===== src/rtl/memmu_pkg.sv =====
// Shared types and helpers for the multi-channel MemMU point-cloud address unit.
package memmu_pkg;

    localparam int unsigned MEMMU_ID_W  = 19;
    localparam int unsigned MEMMU_CNT_W = MEMMU_ID_W + 1;

    // Per-cloud frame context: write bank, running count, last frame size, sticky overflow
    typedef struct packed {
        logic                   bank;
        logic [MEMMU_CNT_W-1:0] count;
        logic [MEMMU_CNT_W-1:0] size;
        logic                   overflow;
    } cloudCtx_t;

    // Byte distance between the two ping-pong banks of one cloud
    function automatic logic [63:0] bankStride(input int unsigned idW,
                                               input int unsigned ptBytesLog2);
        return 64'd1 << (idW + ptBytesLog2);
    endfunction

    // Ceiling log2, minimum 0
    function automatic int unsigned clog2(input int unsigned value);
        int unsigned result;
        result = 0;
        while ((64'd1 << result) < 64'(value)) result++;
        return result;
    endfunction

endpackage


===== src/rtl/memmu_cloud_ctx.sv =====
// One cloud's frame context: bank toggle, point count, size latch, sticky overflow.
module memmu_cloud_ctx
    import memmu_pkg::*;
#(
    parameter int unsigned MAX_POINTS = 4096
) (
    input  logic      i_SYSTEM_clk,
    input  logic      i_SYSTEM_rst,
    input  logic      hit,
    input  logic      newFrame,
    input  logic      inRange,
    output cloudCtx_t ctx
);

    cloudCtx_t ctxQ;

    // Update context on every accepted point addressed to this cloud
    always_ff @(posedge i_SYSTEM_clk or posedge i_SYSTEM_rst) begin
        if (i_SYSTEM_rst) begin
            ctxQ <= '0;
        end else if (hit) begin
            if (newFrame) begin
                ctxQ.bank  <= ~ctxQ.bank;
                ctxQ.size  <= ctxQ.count;
                ctxQ.count <= inRange ? MEMMU_CNT_W'(1) : '0;
            end else if (inRange && (32'(ctxQ.count) < MAX_POINTS)) begin
                ctxQ.count <= ctxQ.count + MEMMU_CNT_W'(1);
            end
            if (!inRange) ctxQ.overflow <= 1'b1;
        end
    end

    assign ctx = ctxQ;

endmodule


===== src/rtl/memmu_pointcloud_mc.sv =====
// Multi-channel MemMU point-cloud address unit: shared write port, per-cloud
// ping-pong banks, registered DDR write beat and ExMU read address.
// Build option: MEMMU_P_DOUBLE_BUFFER_EN enables ping-pong bank addressing.
module memmu_pointcloud_mc
    import memmu_pkg::*;
#(
    parameter int unsigned NUM_CLOUDS    = 2,
    parameter int unsigned ID_W          = MEMMU_ID_W,
    parameter int unsigned ADDR_W        = 32,
    parameter int unsigned PAYLOAD_W     = 64,
    parameter int unsigned PT_BYTES_LOG2 = 3,
    parameter int unsigned MAX_POINTS    = 4096,
    parameter int unsigned CSEL_W        = 3
) (
    input  logic                         i_SYSTEM_clk,
    input  logic                         i_SYSTEM_rst,
    input  logic [NUM_CLOUDS*ADDR_W-1:0] i_MonU_MemMU_base,
    input  logic                         i_SIU_valid,
    output logic                         o_SIU_ready,
    input  logic [CSEL_W-1:0]            i_SIU_cloudSel,
    input  logic [ID_W-1:0]              i_SIU_pointID,
    input  logic                         i_SIU_newFrame,
    input  logic [PAYLOAD_W-1:0]         i_SIU_payload,
    output logic                         o_MemMU_P_writeValid,
    input  logic                         i_MEM_writeReady,
    output logic [ADDR_W-1:0]            o_MemMU_P_writeAddress,
    output logic [PAYLOAD_W-1:0]         o_MemMU_P_writePayload,
    input  logic [CSEL_W-1:0]            i_ExMU_readCloudSel,
    input  logic [ID_W-1:0]              i_ExMU_pointReadID,
    output logic [ADDR_W-1:0]            o_MemMU_P_readAddress,
    output logic [NUM_CLOUDS-1:0]        o_MemMU_P_frame,
    output logic [NUM_CLOUDS*(ID_W+1)-1:0] o_MemMU_P_size,
    output logic [NUM_CLOUDS-1:0]        o_MemMU_P_overflow
);

    localparam logic [ADDR_W-1:0] BANK_OFFSET = ADDR_W'(bankStride(ID_W, PT_BYTES_LOG2));

    cloudCtx_t             ctx [NUM_CLOUDS];
    logic                  wValid;
    logic [ADDR_W-1:0]     wAddr;
    logic [PAYLOAD_W-1:0]  wPayload;
    logic [ADDR_W-1:0]     rAddr;
    logic                  accept;
    logic                  selOk;
    logic                  inRange;
    logic                  readSelOk;
    logic                  writeBank;
    logic                  readBank;
    logic [ADDR_W-1:0]     writeBase;
    logic [ADDR_W-1:0]     readBase;
    logic [ADDR_W-1:0]     writeAddrNext;
    logic [ADDR_W-1:0]     readAddrNext;

    assign o_SIU_ready = !wValid || i_MEM_writeReady;
    assign accept      = i_SIU_valid && o_SIU_ready;
    assign selOk       = 32'(i_SIU_cloudSel) < NUM_CLOUDS;
    assign readSelOk   = 32'(i_ExMU_readCloudSel) < NUM_CLOUDS;
    assign inRange     = 32'(i_SIU_pointID) < MAX_POINTS;

    for (genvar k = 0; k < NUM_CLOUDS; k++) begin : g_cloud
        memmu_cloud_ctx #(
            .MAX_POINTS (MAX_POINTS)
        ) u_ctx (
            .i_SYSTEM_clk (i_SYSTEM_clk),
            .i_SYSTEM_rst (i_SYSTEM_rst),
            .hit          (accept && selOk && (32'(i_SIU_cloudSel) == 32'(k))),
            .newFrame     (i_SIU_newFrame),
            .inRange      (inRange),
            .ctx          (ctx[k])
        );
        assign o_MemMU_P_frame[k]                        = ctx[k].bank;
        assign o_MemMU_P_size[k*(ID_W+1) +: (ID_W+1)]    = (ID_W+1)'(ctx[k].size);
        assign o_MemMU_P_overflow[k]                     = ctx[k].overflow;
    end

    // Select base and bank for the write cloud and the read cloud
    always_comb begin
        writeBase = '0;
        readBase  = '0;
        writeBank = 1'b0;
        readBank  = 1'b0;
        for (int unsigned k = 0; k < NUM_CLOUDS; k++) begin
            if (32'(i_SIU_cloudSel) == k) begin
                writeBase = i_MonU_MemMU_base[k*ADDR_W +: ADDR_W];
`ifdef MEMMU_P_DOUBLE_BUFFER_EN
                // a newFrame point lands in the bank it is about to toggle into
                writeBank = i_SIU_newFrame ? ~ctx[k].bank : ctx[k].bank;
`endif
            end
            if (32'(i_ExMU_readCloudSel) == k) begin
                readBase = i_MonU_MemMU_base[k*ADDR_W +: ADDR_W];
`ifdef MEMMU_P_DOUBLE_BUFFER_EN
                // completed frame lives in the bank opposite the pre-toggle write bank
                readBank = ~ctx[k].bank;
`endif
            end
        end
    end

    assign writeAddrNext = writeBase + (writeBank ? BANK_OFFSET : '0)
                         + (ADDR_W'(i_SIU_pointID) << PT_BYTES_LOG2);
    assign readAddrNext  = readBase + (readBank ? BANK_OFFSET : '0)
                         + (ADDR_W'(i_ExMU_pointReadID) << PT_BYTES_LOG2);

    // Write beat register: load on accept, hold while stalled, clear when drained
    always_ff @(posedge i_SYSTEM_clk or posedge i_SYSTEM_rst) begin
        if (i_SYSTEM_rst) begin
            wValid   <= 1'b0;
            wAddr    <= '0;
            wPayload <= '0;
        end else if (accept) begin
            wValid <= selOk && inRange;
            if (selOk && inRange) begin
                wAddr    <= writeAddrNext;
                wPayload <= i_SIU_payload;
            end
        end else if (i_MEM_writeReady) begin
            wValid <= 1'b0;
        end
    end

    // Read address register, zero for an unmapped cloud
    always_ff @(posedge i_SYSTEM_clk or posedge i_SYSTEM_rst) begin
        if (i_SYSTEM_rst) rAddr <= '0;
        else              rAddr <= readSelOk ? readAddrNext : '0;
    end

    assign o_MemMU_P_writeValid   = wValid;
    assign o_MemMU_P_writeAddress = wAddr;
    assign o_MemMU_P_writePayload = wPayload;
    assign o_MemMU_P_readAddress  = rAddr;

endmodule


===== config.mk =====
export PLATFORM = sky130hd
export DESIGN_NAME = memmu_pointcloud_mc
export DESIGN_NICKNAME = d
export VERILOG_FILES = /design/src/rtl/memmu_pkg.sv /design/src/rtl/memmu_cloud_ctx.sv /design/src/rtl/memmu_pointcloud_mc.sv
export SDC_FILE = /design/constraint.sdc
export NUM_CORES = 1
export LEC_CHECK = 0
export CORE_MARGIN = 2
export CORE_UTILIZATION = 51
export CTS_CLUSTER_DIAMETER = 30
export DETAILED_ROUTE_END_ITERATION = 16
export MAX_ROUTING_LAYER = met4
export PLACE_DENSITY = 0.86
export REMOVE_ABC_BUFFERS = 1
export SLEW_MARGIN = 30
export SYNTH_ARGS = -nofsm -noshare
export SYNTH_HDL_FRONTEND = slang
export SYNTH_HIERARCHICAL = 1
export SYNTH_SLANG_ARGS = --single-unit

===== constraint.sdc =====
create_clock -name i_SYSTEM_clk -period 6.8 [get_ports i_SYSTEM_clk]
set_input_delay 1.02 -clock i_SYSTEM_clk [delete_from_list [all_inputs] [get_ports i_SYSTEM_clk]]
set_output_delay 1.02 -clock i_SYSTEM_clk [all_outputs]
set_load 0.02 [all_outputs]

After elaboration in Yosys (flattened, before gate mapping). Cells that the tools add are included.

Latch bits: 0. Memory bits (read-only): 0. Word-level logic and storage cells: 59. Bits in registers: 213. Memories kept: 0. Output and inout port bits: 174. RAM bits: 0.

Reductions and logical operators: 21. Shifts and indexed selects: 0. Equality and inequality tests: 2. Mux-type cells: 12. $add $sub $neg: 4. Div/mod/pow operators: 0. Multiply operators: 0. $lt $le $gt $ge: 5. Bitwise logic cells: 3.

Operator list (count): $mux 32 (5); $mux 20 (4); $add 32x22->32 (2); $add 20x1->20 const B (2); $lt 20x13->1 const B (2); $lt 19x13->1 const B (1); $reduce_and 2->1 (7); $logic_and 1x1->1 (7); $eq 3x1->1 const B (2); $logic_not 3->1 (2); $lt 3x2->1 const B (2); $reduce_bool 2->1 (3); $mux 1 (3); $not 1->1 (3); $logic_not 1->1 (1); $logic_or 1x1->1 (1).

Logic depth before layout (Yosys ltp).
Depth in word-level cells: 6. Depth in mapped cells: 15. Gate-level depth less buffers: 12.

By module. The synthesis kept the hierarchy.

By module, submodules not included: memmu_pointcloud_mc (sequential area each 3228.1 um2, cells each 924, times used 1, area an instance 7908.8 um2); memmu_cloud_ctx (sequential area each 1051.0 um2, cells each 184, times used 2, area an instance 1771.7 um2).

Worst setup path before layout. OpenSTA, ideal clock, no wires.

Path type: input port to flip-flop. Start: input port i_ExMU_readCloudSel[0]. End: register rAddr[31], in the netlist o_MemMU_P_readAddress[31]. Library setup time: 125 ps. Setup slack: 2568 ps. Stages: 14. Data required time: 6675 ps. Data arrival time: 4107 ps. Buffers on the path: 3. Cells stage by stage: buf_2 buf_2 buf_1 mux2i_1 nor2_1 ha_1 fa_1 a21oi_1 o22ai_1 o22ai_1 o31ai_1 a221o_1 a31oi_1 xnor2_1.

Longest elaborated chain between the ends: 5. Elaborated cells between the ends (all ways): 7.

RTL lines: start, declared (RTL line memmu_pointcloud_mc.sv:28) `input logic [CSEL_W-1:0] i_ExMU_readCloudSel,`; $logic_not 3->1 (RTL line memmu_pointcloud_mc.sv:90) `if (32'(i_ExMU_readCloudSel) == k) begin`; $mux 32 (2 in series) (RTL line memmu_pointcloud_mc.sv:90); $add 32x22->32 (RTL line memmu_pointcloud_mc.sv:103) `+ (ADDR_W'(i_ExMU_pointReadID) << PT_BYTES_LOG2);`; $mux 32 (*) (RTL line memmu_pointcloud_mc.sv:125) `else rAddr <= readSelOk ? readAddrNext : '0;`; end signal, assigned (RTL line memmu_pointcloud_mc.sv:125); end, declared (RTL line memmu_pointcloud_mc.sv:42) `logic [ADDR_W-1:0] rAddr;`.

Mark *: on every way between the ends. The rest lies on a longest branch, timed or not. A chain may end at the register's enable or synchronous reset.

Final worst setup path.
Start: input port i_ExMU_readCloudSel[1]. End: register rAddr[28], in the netlist o_MemMU_P_readAddress[28].

The elaborated chain is that of the path after synthesis.

==> results.py <==
metrics = {
    "place": {
        "gp_congestion": 0.948,
        "io_buffers": 350,
        "dp_hpwl_um": 27400,
        "dpl_worst_slack_ps": 2070,
    },
    "floorplan": {
        "initial_core_util_pct": 52.2,
        "coreArea_um2": 22000,
        "die_w_um": 154,
        "die_area_um2": 23700,
        "die_h_um": 154,
        "boundaryPins": 351,
        "rows": 54,
    },
    "clock_tree": {
        "cts_buffer_depth": 3,
        "postCtsHoldBufs": 0,
        "htreeDepth": 2,
        "clock_sinks": 213,
        "post_cts_buffers": 0,
        "cts_root_buffer": "clkbuf_16",
        "cts_resized": 0,
        "numCtsBuffers": 49,
        "clk_latency_ps": 530,
        "clk_pin_slew_ps": 50,
        "cts_tree": "built",
    },
    "logic_synthesis": {
        "synthFlopType": "dfrtp_1",
        "synthSimpleGateAreaFrac_pct": 24.6,
        "ys_ff_latch": 213,
        "synth-edff-count": 0,
        "ys_warn_count": 6,
        "synth_adder_area_share_pct": 5.16,
        "avgSynthCellArea_um2": 8.86,
        "synth-xor-area-share_pct": 3.90,
        "synthMuxAreaShare_pct": 6.17,
        "synth_area_um2": 11500,
        "synth_top_family_by_area": "simple AND/OR/NAND/NOR gates",
        "ys_async_sr_fraction_pct": 100,
        "synth_seq_area_share_pct": 46.5,
        "yosysUniqueCellTypes": 68,
        "synth-compound-area-share_pct": 11.0,
        "syn_inst": 1292,
    },
    "sta": {
        "final.setup.worst_slack_ps": 2560,
        "min_period_ps": 4240,
        "fmax_ghz": 0.236,
        "setup_viol": 0,
        "fin_crit_sh_pct": 62.3,
        "fin_setup_tns_ps": 0,
        "hold_viol_final": 0,
        "rsz0062_at_grt": "false",
        "drv_slew": 0,
        "finClkSkew_ps": 17.0,
        "tightest_slew_ps": 922,
        "slew-limit-headroom_pct": 38.5,
    },
    "global_routing": {
        "globalRouteOverflowTotal": 0,
        "grt_pass1_vias": 11200,
        "grt_first_pass_wirelength_um": 59100,
        "antenna_found_initial": 4,
        "grt_use_total_pct": 32.7,
        "grt_start_max_net_pins": 85,
    },
    "power": {
        "p_total_mw": 4.14,
        "p_per_area_nw_per_um2": 246,
        "ir_drop_mv": 0.216,
        "leakage_nw": 7.99,
    },
    "drt": {
        "wl_um": 37600,
        "drt-pass1-iter-count": 5,
        "vias": 11000,
        "ant_nets": 0,
        "routedWlPerCell_um": 19.1,
        "drc": 0,
        "drt-vias-per-instance": 5.58,
        "drtIter0Drc": 751,
    },
    "finish": {
        "register_area_um2": 5330,
        "multiInputGateArea_um2": 5840,
        "finalNetCount": 1868,
        "nFillCells": 1468,
        "drive_gt1_share_pct": 7.48,
        "syn2layout_area_growth_pct": 46.8,
    },
    "run_status": {
        "outcome": "completed",
    },
    "run": {
        "maxCapViolCount": 0,
    },
    "min_path": {
        "hp-class": "reg2reg",
    },
    "worst_setup_path": {
        "crit_fanout": 45,
        "worstSetupPathType": "in2reg",
        "crit_path_end_kind": "flop",
        "crit_arrival_ps": 4640,
        "worst_setup_path_start_kind": "primary input",
        "cp.required_ps": 7200,
    },
}
cell type report:
| type | count | area share, % |
|---|---|---|
| Clock buffer | 57 | 7.65 |
| Antenna cell | 4 | 0.0595 |
| Timing Repair Buffer | 358 | 21.2 |
| Multi-Input combinational cell | 1002 | 34.7 |
| Tap cell | 280 | 2.08 |
| Sequential cell | 213 | 31.7 |
| Inverter | 21 | 0.499 |
| Clock inverter | 33 | 2.05 |
sequential cells by signal, summed over array words and instances, names as in the netlist:
register and count:
o_MemMU_P_writeValid 1, o_MemMU_P_readAddress 32, o_MemMU_P_writePayload 64, o_MemMU_P_writeAddress 32, g_cloud.u_ctx/ctx 84
routing by layer:
layer	part of all wire [%]	routed length [µm]	global-route usage [%]	vias to the layer above
met5	0	0	-	-
met3	8.6	3240	7.78	118
met4	4.4	1650	13.8	0
li1	-	-	-	5112
met1	40	14900	39.8	5238
met2	47	17800	52.4	514
cell usage in the layout, fill, tap and decap left out, types with 7 or more instances in the layout:
cell type / n
a21o_1: 15
a21oi_1: 45
a31oi_1: 12
and2_1: 24
and3_1: 8
clkbuf_16: 49
clkdlybuf4s50_1: 348
clkinv_2: 10
dfrtp_1: 213
ha_1: 44
inv_1: 20
inv_6: 9
mux2i_1: 65
nand2_1: 389
nand2b_1: 8
nand3_1: 26
nand4_1: 7
nor2_1: 108
nor3_1: 13
o211ai_1: 8
o21a_1: 8
o21ai_0: 55
o31ai_1: 8
or3_1: 12
xnor2_1: 27
xor2_1: 24
metrics by stage:
step | hold WS, ps | instances | instance area (µm²) | util [%]
global placement | 458 | 1873 | 15100 | 69.0
floorplan | 445 | 1236 | 11200 | -
detailed placement | 462 | 1874 | 15200 | 69.1
finish | 470 | 1968 | 16800 | 76.6
CTS | 473 | 1964 | 16800 | 76.5
global route | 493 | 1968 | 16800 | 76.6
power breakdown:
part,switching (mW),internal [mW],total (mW)
Combinational,0.271,0.244,0.514
Clock,0.783,1.52,2.30
Sequential,0.0196,1.30,1.32
Yosys cell counts, types with 4 or more instances:
library cell / number / area [µm²]
xor2_1: 24 / 210
and3_1: 8 / 50.1
o31ai_1: 8 / 60.1
nand3_1: 26 / 130
nor4_1: 6 / 37.5
o21a_1: 8 / 60.1
nor3_1: 13 / 65.1
and2_1: 25 / 156
xnor2_1: 27 / 236
ha_1: 44 / 551
a21oi_1: 45 / 225
nand2_1: 391 / 1470
buf_1: 6 / 22.5
a211oi_1: 4 / 30.0
a31oi_1: 12 / 75.1
mux2i_1: 65 / 651
a21o_1: 15 / 113
or4_4: 5 / 56.3
inv_1: 21 / 78.8
clkbuf_1: 38 / 143
or3_1: 12 / 75.1
o21ai_0: 55 / 275
mux2_2: 5 / 56.3
and4_1: 6 / 52.6
buf_2: 12 / 60.1
nor2_1: 108 / 405
dfrtp_1: 213 / 5330
nand2b_1: 8 / 50.1
or4_1: 4 / 30.0
nand4_1: 7 / 43.8
o211ai_1: 8 / 60.1
nor2b_1: 5 / 31.3
o21bai_1: 6 / 45.0
kinds of logic after synthesis:
logic type	count (synthesis)
simple gates	642
flops	213
compound gates	193
buf+inv	77
mux	70
xor+xnor	51
fa+ha+maj	46
worst max-delay path, stage by stage:
cell	delay, ps
clkdlybuf4s50_1	520
or2_2	710
nor2_1	200
ha_1	360
a211oi_2	280
o211ai_1	140
and2_1	180
a311o_1	410
a211oi_2	480
nor3_1	130
xor2_1	190
worst paths after layout:
path                                            start                         end  slack, ps  cells after the start
hold reg to reg            o_MemMU_P_writePayload[31]  o_MemMU_P_writePayload[31]        470                      2
setup / recovery               i_ExMU_readCloudSel[1]   o_MemMU_P_readAddress[28]       2560                     11
min in group asynchronous                i_SYSTEM_rst        o_MemMU_P_writeValid        960                      2
hold / removal             o_MemMU_P_writePayload[31]  o_MemMU_P_writePayload[31]        470                      2
max in group asynchronous                i_SYSTEM_rst    o_MemMU_P_readAddress[5]       4690                      3
setup reg to reg                 o_MemMU_P_writeValid    g_cloud[0].u_ctx/ctx[31]       4240                      6
(Power assumes the default switching activity.)
